<file path="src/rtl/proc_reg_pkg.sv">
// Shared definitions for the bounded up/down/offset counter.
//   mode_e : bound behaviour, MODE_WRAP (0) or MODE_SAT (1)
//   op_e   : count operation chosen for one cycle, listed in priority order
//   sel_op : resolves the raw control inputs into a single op_e
package proc_reg_pkg;

  typedef enum logic {
    MODE_WRAP = 1'b0,
    MODE_SAT  = 1'b1
  } mode_e;

  typedef enum logic [2:0] {
    OP_HOLD  = 3'd0,
    OP_INC   = 3'd1,
    OP_DEC   = 3'd2,
    OP_ADD   = 3'd3,
    OP_WRITE = 3'd4,
    OP_RESET = 3'd5
  } op_e;

  // Priority: reset > write_en > add_en > inc/dec > hold.
  // inc and dec together cancel out and fall through to hold.
  function automatic op_e sel_op(input logic reset, input logic write_en,
                                 input logic add_en, input logic inc,
                                 input logic dec);
    op_e op;
    if (reset)               op = OP_RESET;
    else if (write_en)       op = OP_WRITE;
    else if (add_en)         op = OP_ADD;
    else if (inc && !dec)    op = OP_INC;
    else if (dec && !inc)    op = OP_DEC;
    else                     op = OP_HOLD;
    return op;
  endfunction

endpackage

</file>
<file path="src/rtl/counter_next_calc.sv">
// Combinational next-count calculation for reset_counter_nbit.
//   count, limit  : current registered count and upper bound
//   datain        : load value used by OP_WRITE
//   offset        : two's-complement offset used by OP_ADD
//   op            : operation selected for this cycle
//   next_count    : count value for the next edge (OP_RESET/OP_HOLD keep count;
//                   the top overrides on reset)
//   tc_evt        : a wrap or clamp happened this cycle
//   sat_evt       : a clamp happened this cycle (sets the sticky flag)
module counter_next_calc
  import proc_reg_pkg::*;
#(
  parameter int WIDTH    = 8,
  parameter int SATURATE = 0
) (
  input  logic [WIDTH-1:0] count,
  input  logic [WIDTH-1:0] limit,
  input  logic [WIDTH-1:0] datain,
  input  logic [WIDTH-1:0] offset,
  input  op_e              op,
  output logic [WIDTH-1:0] next_count,
  output logic             tc_evt,
  output logic             sat_evt
);

  localparam mode_e MODE = (SATURATE != 0) ? MODE_SAT : MODE_WRAP;
  // Two guard bits: count may sit above limit after a write, so the sum can
  // reach 2^WIDTH - 1 + 2^(WIDTH-1) - 1 and must not alias a negative value.
  localparam int RW = WIDTH + 2;
  localparam logic [RW-1:0] ONE = RW'(1);

  logic [RW-1:0] modulus;
  logic [RW-1:0] limit_x;
  logic [RW-1:0] sum;
  logic [RW-1:0] neg_sum;
  logic [RW-1:0] pos_rem;
  logic [RW-1:0] neg_rem;
  logic [RW-1:0] neg_wrap;
  logic          sum_neg;
  logic          sum_over;

  always_comb begin
    limit_x  = {2'b00, limit};
    modulus  = limit_x + ONE;
    sum      = {2'b00, count} + {{2{offset[WIDTH-1]}}, offset};
    sum_neg  = sum[RW-1];
    sum_over = !sum_neg && (sum > limit_x);
    neg_sum  = -sum;
    pos_rem  = sum % modulus;
    // Non-negative remainder of a negative sum r: m-1 - ((-r-1) mod m).
    neg_rem  = (neg_sum - ONE) % modulus;
    neg_wrap = modulus - ONE - neg_rem;
  end

  always_comb begin
    next_count = count;
    tc_evt     = 1'b0;
    sat_evt    = 1'b0;
    unique case (op)
      OP_WRITE: next_count = datain;
      OP_ADD: begin
        if (sum_neg) begin
          tc_evt = 1'b1;
          if (MODE == MODE_SAT) begin
            next_count = '0;
            sat_evt    = 1'b1;
          end else begin
            next_count = neg_wrap[WIDTH-1:0];
          end
        end else if (sum_over) begin
          tc_evt = 1'b1;
          if (MODE == MODE_SAT) begin
            next_count = limit;
            sat_evt    = 1'b1;
          end else begin
            next_count = pos_rem[WIDTH-1:0];
          end
        end else begin
          next_count = sum[WIDTH-1:0];
        end
      end
      OP_INC: begin
        if (count < limit) begin
          next_count = count + WIDTH'(1);
        end else begin
          tc_evt = 1'b1;
          if (MODE == MODE_SAT) begin
            next_count = limit;
            sat_evt    = 1'b1;
          end else begin
            next_count = '0;
          end
        end
      end
      OP_DEC: begin
        if (count != '0) begin
          next_count = count - WIDTH'(1);
        end else begin
          tc_evt = 1'b1;
          if (MODE == MODE_SAT) begin
            next_count = '0;
            sat_evt    = 1'b1;
          end else begin
            next_count = limit;
          end
        end
      end
      default: next_count = count;
    endcase
  end

endmodule

</file>
<file path="src/rtl/reset_counter_nbit.sv">
// Bounded counter with programmable upper limit, wrap or saturate behaviour.
//   clk, reset : clock and synchronous active-high reset
//   write_en   : load count from datain (unclamped), clears sat
//   inc, dec   : step by one; both together hold
//   add_en     : add signed offset
//   limit_we   : load limit from datain; count ops this cycle see the old limit
//   dataout    : registered count
//   limit      : registered upper bound
//   zero       : registered, dataout == 0
//   at_limit   : registered, dataout == limit
//   tc         : one-cycle pulse on any wrap or clamp
//   sat        : sticky clamp flag, cleared by reset or write_en
module reset_counter_nbit
  import proc_reg_pkg::*;
#(
  parameter int               WIDTH     = 8,
  parameter logic [WIDTH-1:0] RESET_VAL = '0,
  parameter int               SATURATE  = 0,
  parameter logic [WIDTH-1:0] LIMIT_RST = {WIDTH{1'b1}}
) (
  input  logic             clk,
  input  logic             reset,
  input  logic             write_en,
  input  logic [WIDTH-1:0] datain,
  input  logic             inc,
  input  logic             dec,
  input  logic             add_en,
  input  logic [WIDTH-1:0] offset,
  input  logic             limit_we,
  output logic [WIDTH-1:0] dataout,
  output logic [WIDTH-1:0] limit,
  output logic             zero,
  output logic             at_limit,
  output logic             tc,
  output logic             sat
);

  // Power-up values match the reset values.
  logic [WIDTH-1:0] count_q    = RESET_VAL;
  logic [WIDTH-1:0] limit_q    = LIMIT_RST;
  logic             zero_q     = (RESET_VAL == '0);
  logic             at_limit_q = (RESET_VAL == LIMIT_RST);
  logic             tc_q       = 1'b0;
  logic             sat_q      = 1'b0;

  op_e              op;
  logic [WIDTH-1:0] next_count;
  logic [WIDTH-1:0] next_limit;
  logic             tc_evt;
  logic             sat_evt;

  always_comb begin
    op         = sel_op(reset, write_en, add_en, inc, dec);
    next_limit = limit_we ? datain : limit_q;
  end

  counter_next_calc #(
    .WIDTH    (WIDTH),
    .SATURATE (SATURATE)
  ) u_calc (
    .count      (count_q),
    .limit      (limit_q),
    .datain     (datain),
    .offset     (offset),
    .op         (op),
    .next_count (next_count),
    .tc_evt     (tc_evt),
    .sat_evt    (sat_evt)
  );

  // zero/at_limit are registered from the next values so they line up with
  // dataout/limit on the same edge.
  always_ff @(posedge clk) begin
    if (reset) begin
      count_q    <= RESET_VAL;
      limit_q    <= LIMIT_RST;
      zero_q     <= (RESET_VAL == '0);
      at_limit_q <= (RESET_VAL == LIMIT_RST);
      tc_q       <= 1'b0;
      sat_q      <= 1'b0;
    end else begin
      count_q    <= next_count;
      limit_q    <= next_limit;
      zero_q     <= (next_count == '0);
      at_limit_q <= (next_count == next_limit);
      tc_q       <= tc_evt;
      if (write_en)     sat_q <= 1'b0;
      else if (sat_evt) sat_q <= 1'b1;
    end
  end

  assign dataout  = count_q;
  assign limit    = limit_q;
  assign zero     = zero_q;
  assign at_limit = at_limit_q;
  assign tc       = tc_q;
  assign sat      = sat_q;

endmodule

</file>
<file path="config.mk">
export PLATFORM = sky130hd
export DESIGN_NAME = reset_counter_nbit
export DESIGN_NICKNAME = d
export VERILOG_FILES = /design/src/rtl/proc_reg_pkg.sv /design/src/rtl/counter_next_calc.sv /design/src/rtl/reset_counter_nbit.sv
export SDC_FILE = /design/constraint.sdc
export NUM_CORES = 1
export LEC_CHECK = 0
export BUFFER_PORTS_ARGS = -buffer_cell sky130_fd_sc_hd__buf_2
export CAP_MARGIN = 25
export CORE_UTILIZATION = 50
export DETAILED_ROUTE_END_ITERATION = 8
export MAX_ROUTING_LAYER = met4
export PLACE_DENSITY_LB_ADDON = 0.15
export SLEW_MARGIN = 20
export SYNTH_ARGS = -nofsm -noshare
export SYNTH_HDL_FRONTEND = slang
export SYNTH_HIERARCHICAL = 1
export SYNTH_SLANG_ARGS = --single-unit
</file>
<file path="constraint.sdc">
create_clock -name clk -period 18.3 [get_ports clk]
set_input_delay 1.83 -clock clk [delete_from_list [all_inputs] [get_ports clk]]
set_output_delay 1.83 -clock clk [all_outputs]
set_load 0.05 [all_outputs]
</file>
## After elaboration in Yosys (flattened, before gate mapping)

Cells that the tools add are included.

| word-level totals | value |
|---|---|
| register bits after elaboration | 19 |
| latch bits | 0 |
| RAM bits | 0 |
| memory bits (read-only) | 0 |
| bits of input ports | 23 |
| output and inout port bits | 20 |
| word-level logic and storage cells | 46 |
| memories | 0 |

| cells by class | value |
|---|---|
| add/subtract/negate cells | 8 |
| $mul | 0 |
| divide/modulo/power cells | 2 |
| order comparisons | 2 |
| eq/ne operators | 5 |
| shift-type cells | 0 |
| mux-type cells | 16 |
| bitwise operators | 0 |
| reductions and logical operators | 8 |

Operators with widths:

| kind | count |
|---|---|
| $mux W8 | 5 |
| $pmux W8 S4 | 1 |
| $mod A10 B10 Y10 | 2 |
| $sub A8 B1 Y8 const B | 2 |
| $add A9 B8 Y10 | 1 |
| $gt A10 B8 Y1 | 1 |
| $neg A10 Y10 | 1 |
| $sub A10 B1 Y10 const B | 1 |
| $add A8 B1 Y9 const B | 1 |
| $add A8 B1 Y8 const B | 1 |
| $eq A8 B8 Y1 | 1 |
| $logic_not A8 Y1 | 1 |
| $lt A8 B8 Y1 | 1 |
| $reduce_bool A8 Y1 | 1 |
| $sub A8 B8 Y8 | 1 |
| $eq A3 B2 Y1 const B | 2 |
| $mux W2 | 3 |
| $mux W3 | 2 |
| $mux W1 | 4 |
| $eq A3 B1 Y1 const B | 1 |
| $eq A3 B3 Y1 const B | 1 |
| $logic_and A1 B1 Y1 | 3 |
| $logic_not A1 Y1 | 3 |
| $pmux W1 S3 | 1 |

## Depth between registers and ports, before layout

Gate-level depths: netlist (run 1).

| logic depth | value |
|---|---|
| word-level depth | 10 |
| depth in mapped cells | 99 |

## Modules after synthesis

The synthesis (run 1) kept the hierarchy.

By module, submodules not included:

| module | instances | cells each | area each (um2) | seq. area each (um2) |
|---|---|---|---|---|
| counter_next_calc | 1 | 1069 | 7531.0 | 0.0 |
| reset_counter_nbit | 1 | 71 | 765.7 | 400.4 |

## Worst setup path after synthesis (run 1)

Ideal clock, no wire load.

| path | value |
|---|---|
| kind | input to register |
| start | in offset[4] |
| end | reg at_limit_q, in the netlist at_limit |
| setup time | 0.088 ns |
| data arrival time | 19.638 ns |
| required time | 18.212 ns |
| slack | -1.426 ns |
| stages | 89 |
| cell sequence | ha_1 a21o_1 a31o_1 o21ba_1 a311oi_4 inv_2 ha_1 nor4_1 nor2_1 ha_1 or3_1 nand3_1 o32a_1 inv_1 ha_1 nand2_1 o211ai_1 nand3_1 [... 53 more ...] o311a_1 nor3_4 mux2i_1 inv_1 ha_1 a21o_1 a21oi_1 o21bai_1 a21oi_1 o21bai_1 a21oi_1 xnor2_1 a211oi_1 mux2_1 a21oi_1 xor2_1 nand3_1 nor4_2 |

| between the ends | value |
|---|---|
| word-level cells in the longest chain between the ends | 8 |
| elaborated cells between the ends (all ways) | 13 |

RTL lines:

| element | line | RTL |
|---|---|---|
| start: declaration | reset_counter_nbit.sv:28 | `input logic [WIDTH-1:0] offset,` |
| $add A9 B8 Y10 (*) | counter_next_calc.sv:45 | `sum = {2'b00, count} + {{2{offset[WIDTH-1]}}, offset};` |
| $neg A10 Y10 | counter_next_calc.sv:48 | `neg_sum = -sum;` |
| $sub A10 B1 Y10 | counter_next_calc.sv:51 | `neg_rem = (neg_sum - ONE) % modulus;` |
| $mod A10 B10 Y10 | counter_next_calc.sv:51 |  |
| $sub A8 B8 Y8 | counter_next_calc.sv:52 | `neg_wrap = modulus - ONE - neg_rem;` |
| $mux W8 (*) | counter_next_calc.sv:62 | `if (sum_neg) begin` |
| $pmux W8 S4 (*) | counter_next_calc.sv:59 | `unique case (op)` |
| net next_count[7] | reset_counter_nbit.sv:47 | `logic [WIDTH-1:0] next_count;` |
| $eq A8 B8 Y1 (*) | reset_counter_nbit.sv:85 | `at_limit_q <= (next_count == next_limit);` |
| end signal: assignment | reset_counter_nbit.sv:78 | `at_limit_q <= (RESET_VAL == LIMIT_RST);` |
| end signal: assignment | reset_counter_nbit.sv:85 |  |
| end: declaration | reset_counter_nbit.sv:42 | `logic at_limit_q = (RESET_VAL == LIMIT_RST);` |

The timed path passes the listed nets; every way through them passes the cells marked *.
A chain may end at the register's enable or synchronous reset.

## Final worst setup path (run 1)

| path | value |
|---|---|
| start | in offset[1] |
| end | reg at_limit_q, in the netlist at_limit |

Same word-level chain as after synthesis.

==> results.md, run 1 <==
* Seq/Total Area, Yosys at 4.83%
* Largest cells by area after synthesis: ha_1 (22%), xnor2_1 (5.6%), a21oi_1 (4.9%)
* Yosys top cell area share at 22.0%
* Initial antenna violation count at 0
* N_diodes at 0
* Global-route wire length before repair at 45800 µm
* Clk_skew at 3.64 ps
* TritonCTS clock tree: done
* Final antenna-violating net count at 0
* Yosys warns at 6
* Area grow syn2layout at 43.4%
* Routed via count at 10000
* Crit Path Category: in2reg
* CP Launch Type: input pin
* Fillers at 1241
* Largest net degree at the start of global routing at 29
* Total CTS buffers at 3
* Port buffer count at 42
* Syn_nets at 1313
* Top-count cell post-synth: ha_1
* DPL Wire Length at 22200 µm
* Vias in the first global route at 9490
* Arr. time, crit path at 18840 ps
* Maxcap violations at 0
* Final instance area at 0.0119 mm²
* # setup viols final at 6
* Hold/Removal Path Class: reg2reg
* Chip width at 131 µm
* DRC Markers at 0
* Share of cells above drive strength 1 at 36.0%
* Clock Sinks at 20
* Hold_buf cts at 0
* IO Pins at 43
* Post-synth top area cell: ha_1
* Max Buffers Root-to-Sink at 2
* PnR worst setup slack at -368 ps
* Failing checks: negative setup slack
* Synth Register Bits at 20
* Mean Syn Cell Area at 7.28 µm²
* Post-synthesis simple-gate area fraction at 22.8%
* Max-slew headroom at 31.3%
* Placement-stage cell area at 0.0106 mm²
* H-tree levels at 1
* Final WL at 31000 µm
* Largest family of logic cells by synthesized area: compound AO/OA/AOI/OAI gates
* Post-synth EDFFs at 0
* Synth Area in Adders at 23.0%
* RSZ-0062 raised after global routing: yes
* Synth cell count leaders: ha_1 (146), nor2_1 (93), a21oi_1 (82)
* Clock-pin slew reported for the worst setup and hold paths after clock tree synthesis at 60 ps
* CP Capture Type: flip-flop
* Initial DRC count at 621
* Post-synthesis mux area share at 7.01%
* Slowest CP cell: or3_4
* Final net count at 1617
* Fin crit share at 102%
* Worst-skew pair later-pin latency at 260 ps
* Post-Syn Area at 0.00830 mm²
* Minimum clock period at 18670 ps
* Starting Density at 51.7%
* # rows at 46
* Total GRT Usage at 34.8%
* Fraction of registers with async set/reset at 0%
* Post-synthesis compound-gate area fraction at 28.3%
* Hold slack at 464 ps
* Fmax at 0.0536 GHz
* GRT overflow at 0
* Die Y at 131 µm
* Worst-margin pin slew at 1030 ps
* Iteration count of the initial detailed-routing pass at 6
* Final Max Tran Viols at 0
* CTS root buffer: clkbuf_16
* Final hold violations at 0
* Ys flop type: dfxtp_1
* Outcome: finished, violations left
* CP max FO at 8
* Die area at 0.0171 mm²
* Xor/xnor share of the synthesized area at 8.76%
* GPL Wtd Cong at 0.953
* Netlist cell types at 79
* Most frequent CP cell: ha_4
* Vias per cell at 6.05
* Setup tns final at -1180 ps
* Worst EP required at 18470 ps
* Routed WL per cell at 18.7 µm
* Core area at 0.0161 mm²
* CP max stage delay at 400 ps
* Syn Inst Count at 1140
==> cell families (layout without fill, tap and decap cells) <==
family / after synthesis / after routing
other: 1 / 1
buffers and inverters: 112 / 415
xor gates and xnor gates: 83 / 83
DFF: 20 / 20
AOI/OAI and AO/OA: 352 / 352
muxes: 55 / 55
adders and majority gates: 150 / 150
and+or+nand+nor: 367 / 367
==> cells in the final DEF (no fill, tap or decap), drive strengths merged, types with 20 or more instances in the layout <==
cell	synthesis	layout
buf	8	331
ha	146	146
nor2	93	93
a21oi	83	83
inv	79	79
o21ai	71	71
nand2	70	70
xnor2	53	53
o21a	33	33
nor3	31	31
xor2	30	30
mux2i	30	30
a21o	29	29
nor2b	29	29
nand2b	28	28
nand3	25	25
mux2	25	25
dfxtp	20	20
==> final timing paths <==
check                           startpoint       end  slack [ps]  cells after the start
worst max-delay path             offset[1]  at_limit        -370                     89
worst max register to register  dataout[4]  at_limit         660                     88
worst min register to register         sat       sat         460                      2
worst min-delay path                   sat       sat         460                      2
==> per-layer routing <==
layer | up-vias | routed length (µm) | global-route usage [%]
met4 | 0 | 1240 | 11.6
met1 | 4704 | 12900 | 42.2
met3 | 109 | 1810 | 2.04
met5 | - | 0 | -
li1 | 4835 | - | -
met2 | 390 | 15000 | 61.1
==> per-stage QoR <==
stage / cells / worst slack [ps] / utilization (%)
finish: 1659 / -368 / 74.1
global route: 1659 / -1010 / 74.1
CTS: 1637 / 33.9 / 69.1
detailed placement: 1606 / -519 / 65.8
global placement: 1606 / -87.7 / 65.8
floorplan: 1140 / 0.316 / -
==> worst max-delay path, delay by kind of cell <==
family | cells | cell delay, ps
and+or+nand+nor | 23 | 3880
xor gates and xnor gates | 2 | 280
muxes | 4 | 1310
buffers and inverters | 9 | 1020
AOI/OAI and AO/OA | 39 | 7480
adders and majority gates | 12 | 3020
==> what timing repair did <==
item | 4_1_cts | 5_1_grt
setup buffers | 26 | 28
resized for setup | 44 | 131
endpoints found under the setup margin | 5 | 10
pin swaps | 36 | 89
gates cloned | 1 | 0
==> state kept, by name, summed over array words and instances, names as in the netlist <==
signal,flops
dataout,8
tc,1
limit,8
at_limit,1
zero,1
sat,1
==> area by class of cell <==
| type | instances | area [µm²] | area share [%] |
|---|---|---|---|
| Timing Repair Buffer | 332 | 2430 | 20.4 |
| Inverter | 79 | 299 | 2.51 |
| Tap cell | 216 | 270 | 2.27 |
| Clock buffer | 3 | 75.1 | 0.631 |
| Multi-Input combinational cell | 1008 | 8400 | 70.6 |
| Clock inverter | 1 | 30.0 | 0.252 |
| Sequential cell | 20 | 400 | 3.36 |
Power of run 1 is left out: the tool's default activity adds up to more than one toggle a clock period on the data nets, which glitch-free logic cannot reach.
==> run 2, diff against run 1 <==
--- a/config.mk
+++ b/config.mk
@@ -13,2 +13,3 @@
 export PLACE_DENSITY_LB_ADDON = 0.15
+export RECOVER_POWER = 100
 export SLEW_MARGIN = 20
@@ -18 +19,2 @@
 export SYNTH_SLANG_ARGS = --single-unit
+export TNS_END_PERCENT = 50
==> constraint.sdc (replaced) <==
create_clock -name clk -period 18.3 [get_ports clk]
set_input_delay 0.915 -clock clk [delete_from_list [all_inputs] [get_ports clk]]
set_output_delay 0.915 -clock clk [all_outputs]
set_load 0.05 [all_outputs]
==> results.md, run 2 (same netlist as run 1, synthesis figures left out) <==
* Outcome: complete, no violations
* GRT overflow at 0
* Max-slew headroom at 14.1%
* Clock Sinks at 20
* Largest net degree at the start of global routing at 29
* Final Max Tran Viols at 0
* Die area at 0.0171 mm²
* Worst EP required at 18470 ps
* H-tree levels at 1
* Placed Cells at 1432
* Hold/Removal Path Class: reg2reg
* Routed WL per cell at 18.7 µm
* # setup viols final at 0
* # rows at 46
* Global-route wire length before repair at 41800 µm
* Multi-input logic area at 0.00810 mm²
* Core area at 0.0161 mm²
* GPL Wtd Cong at 0.945
* IO Pins at 43
* Die Y at 131 µm
* Commonest non-fill, non-tap cell in the layout: ha_1
* Clock-pin slew reported for the worst setup and hold paths after clock tree synthesis at 60 ps
* N_diodes at 0
* Total GRT Usage at 31.9%
* Iteration count of the initial detailed-routing pass at 5
* Vias in the first global route at 8425
* Arr. time, crit path at 17930 ps
* Starting Density at 51.7%
* Chip width at 131 µm
* Maxcap violations at 0
* Total CTS buffers at 3
* Clk_skew at 2.10 ps
* Slowest CP cell: or3_1
* CP max FO at 6
* Routed via count at 9122
* Vias per cell at 6.22
* DRC Markers at 0
* Share of cells above drive strength 1 at 21.1%
* Final hold violations at 0
* Max Buffers Root-to-Sink at 2
* Crit Path Category: in2reg
* Final antenna-violating net count at 0
* Minimum clock period at 17760 ps
* Fmax at 0.0563 GHz
* CTS root buffer: clkbuf_16
* Final net count at 1424
* CP Launch Type: input pin
* Sequential cell area at 400 µm²
* Area grow syn2layout at 21.9%
* Initial antenna violation count at 0
* Fin crit share at 97.1%
* DPL Wire Length at 20900 µm
* Final WL at 27400 µm
* Hold_buf cts at 0
* CP max stage delay at 380 ps
* Worst reg-to-reg path cell count at 92
* Port buffer count at 42
* Finished Layout Cells at 1466
* Initial DRC count at 536
* Hold slack at 475 ps
* Commonest cells after routing, fill and taps aside: ha_1 (125), buf_4 (89), nor2_1 (86), inv_1 (77), nand2_1 (70)
* Worst-skew pair later-pin latency at 250 ps
* TritonCTS clock tree: done
* CP Capture Type: flip-flop
* Most frequent CP cell: ha_4
* Hold depth at 2
* Fillers at 1462
* Worst-margin pin slew at 1290 ps
-- run 2: changes by cell type in the layout (fill, tap and decap cells not counted), moves of 6 or more --
cell,change
a21oi_2,-9
buf_4,-193
buf_2,-16
ha_4,-6
clkbuf_1,+19
a21oi_1,+8
ha_1,+6
o21ai_0,+6
-- run 2: per-layer routing --
layer	global-route usage, %	vias up	wire length, µm	part of all wire (%)
met1	39.9	4255	12100	44
met4	9.60	0	835	3.0
li1	-	4461	-	-
met2	55.2	341	13100	48
met3	1.55	65	1450	5.3
met5	-	-	0	0
-- run 2: cell type report --
type                    instances  share of cell area (%)
well taps                     216                    2.67
flip-flops and latches         20                    3.96
multi-input cells            1008                    80.1
inverters                      79                    2.93
clock buffers                   3                   0.743
clock inverters                 1                   0.297
repair buffers                139                    9.31
-- run 2: metrics by stage --
| stage | setup TNS [ps] | util [%] | setup slack, ps | instance area [µm²] |
|---|---|---|---|---|
| floorplan | 0 | - | 43.9 | 8340 |
| global placement | -253 | 57.2 | -170 | 9190 |
| detailed placement | -1230 | 57.2 | -459 | 9190 |
| CTS | 0 | 58.3 | 0.0799 | 9360 |
| global route | -474 | 63.0 | -295 | 10100 |
| finish | 0 | 63.0 | 536 | 10100 |
-- run 2: path summary, 6_finish.rpt --
path	from	end	slack [ps]
worst max register to register	dataout[6]	at_limit	690
worst min register to register	sat	sat	470
worst min-delay path	sat	sat	470
worst max-delay path	offset[6]	at_limit	540
-- run 2: worst max-delay path: cells and delay by family --
kind / cells / cell delay [ps]
fa+ha+maj: 12 / 3360
simple gates: 23 / 3700
compound gates: 41 / 7530
buf+inv: 11 / 1180
mux: 4 / 970
xor+xnor: 2 / 250
-- run 2: timing repair --
| action | in CTS | in global routing |
|---|---|---|
| pin swaps | 6 | 48 |
| cloned | 0 | 2 |
| buffers inserted | 1 | 27 |
| gates resized for setup | 12 | 115 |
| setup endpoints to repair | 2 | 10 |
Power of run 2 is left out for the same reason.
==> run 3, diff against run 2 <==
SETUP_SLACK_MARGIN = 0.5   (was not set)
clock period = 16.2 ns   (was 18.3 ns; I/O delays follow)
==> results.md, run 3 (same netlist as run 1, synthesis figures left out) <==
* Share of cells above drive strength 1 at 39.2%
* Vias in the first global route at 9921
* Initial antenna violation count at 0
* Core area at 0.0161 mm²
* GPL Wtd Cong at 1.00
* Failing checks: negative setup slack
* Vias per cell at 5.93
* RSZ-0062 raised after global routing: yes
* Clock Sinks at 20
* CP Capture Type: flip-flop
* # rows at 46
* Chip width at 131 µm
* Final Max Tran Viols at 0
* Die Y at 131 µm
* Final net count at 1739
* Clock-pin slew reported for the worst setup and hold paths after clock tree synthesis at 60 ps
* Fin crit share at 110%
* Iteration count of the initial detailed-routing pass at 7
* Crit Path Category: in2reg
* Core Util, Final at 78.9%
* Final instance area at 0.0127 mm²
* Initial DRC count at 761
* # setup viols final at 10
* Routed WL per cell at 18.7 µm
* Worst EP required at 16350 ps
* Commonest non-fill, non-tap cell in the layout: buf_4
* Port buffer count at 42
* Maxcap violations at 0
* Fmax at 0.0562 GHz
* Max-slew headroom at 31.9%
* Finished Layout Cells at 1781
* Placement-stage cell area at 0.0115 mm²
* Commonest cells after routing, fill and taps aside: buf_4 (402), ha_1 (124), nor2_1 (84), inv_1 (71), nand2_1 (69)
* GRT overflow at 0
* N_diodes at 0
* CTS root buffer: clkbuf_16
* Clk_skew at 2.89 ps
* Minimum clock period at 17800 ps
* Placed Cells at 1707
* DRC Markers at 0
* Largest net degree at the start of global routing at 22
* Final hold violations at 0
* Final antenna-violating net count at 0
* PnR worst setup slack at -1600 ps
* Worst-margin pin slew at 1020 ps
* TritonCTS clock tree: done
* Pre-CTS setup slack at -1480 ps
* Global-route wire length before repair at 49500 µm
* H-tree levels at 1
* Slowest CP cell: or3_4
* DPL Wire Length at 24500 µm
* Worst-skew pair later-pin latency at 260 ps
* Starting Density at 51.7%
* Total CTS buffers at 3
* Area grow syn2layout at 52.7%
* IO Pins at 43
* Arr. time, crit path at 17960 ps
* CP max FO at 7
* Total GRT Usage at 38.1%
* Hold/Removal Path Class: reg2reg
* Routed via count at 10600
* Final WL at 33300 µm
* Die area at 0.0171 mm²
* Outcome: finished, violations left
* CP max stage delay at 400 ps
* CP Launch Type: input pin
* Max Buffers Root-to-Sink at 2
-- run 3: cell types whose count changed in the layout (fill, tap and decap cells not counted), moves of 5 or more --
cell     change
inv_2        +6
buf_4      +313
o21ai_1      +5
o21ai_0      -6
a21oi_2      +6
inv_1        -6
-- run 3: path summary, 6_finish.rpt --
path                    from       end  slack [ps]  depth (start not counted)
hold / removal           sat       sat         480                          2
setup reg to reg  dataout[1]  at_limit       -1300                         94
setup / recovery   offset[1]  at_limit       -1600                         95
hold reg to reg          sat       sat         480                          2
-- run 3: critical path, delay by kind of cell --
family,cells,cell delay (ps)
AOI/OAI and AO/OA,41,7670
and+or+nand+nor,26,4110
adders and majority gates,13,3420
buffers and inverters,12,1250
muxes,1,350
xor gates and xnor gates,2,330
-- run 3: routing by layer --
layer / global-route usage [%] / vias up / part of all wire (%) / routed length (µm)
met4: 14.1 / 0 / 4.1 / 1350
met5: - / - / 0 / 0
met3: 6.15 / 113 / 6.9 / 2310
met1: 46.7 / 4958 / 43 / 14300
li1: - / 5088 / - / -
met2: 62.7 / 404 / 46 / 15300
-- run 3: area by class of cell --
cell class                 instances  area (µm²)
clock buffer                       4        88.8
fill                            1133        3390
inverter                          79         297
multi-input combinational       1009        8290
sequential                        20         403
tap                              216         270
timing repair buffer             453        3320
-- run 3: per-stage QoR --
stage               hold slack [ps]  setup TNS [ps]
floorplan                       699           -3970
global placement                449           -7670
detailed placement              471          -11280
CTS                             485           -5060
global route                    497          -18780
finish                          483          -11110
-- run 3: what timing repair did --
action                     in CTS  in global routing
hold buffers                    0                  0
setup endpoints to repair      10                 10
gates resized for setup        59                 64
pin swaps                      77                 75
gates cloned                    1                  0
setup buffers                  43                 26
Power of run 3 is left out for the same reason.
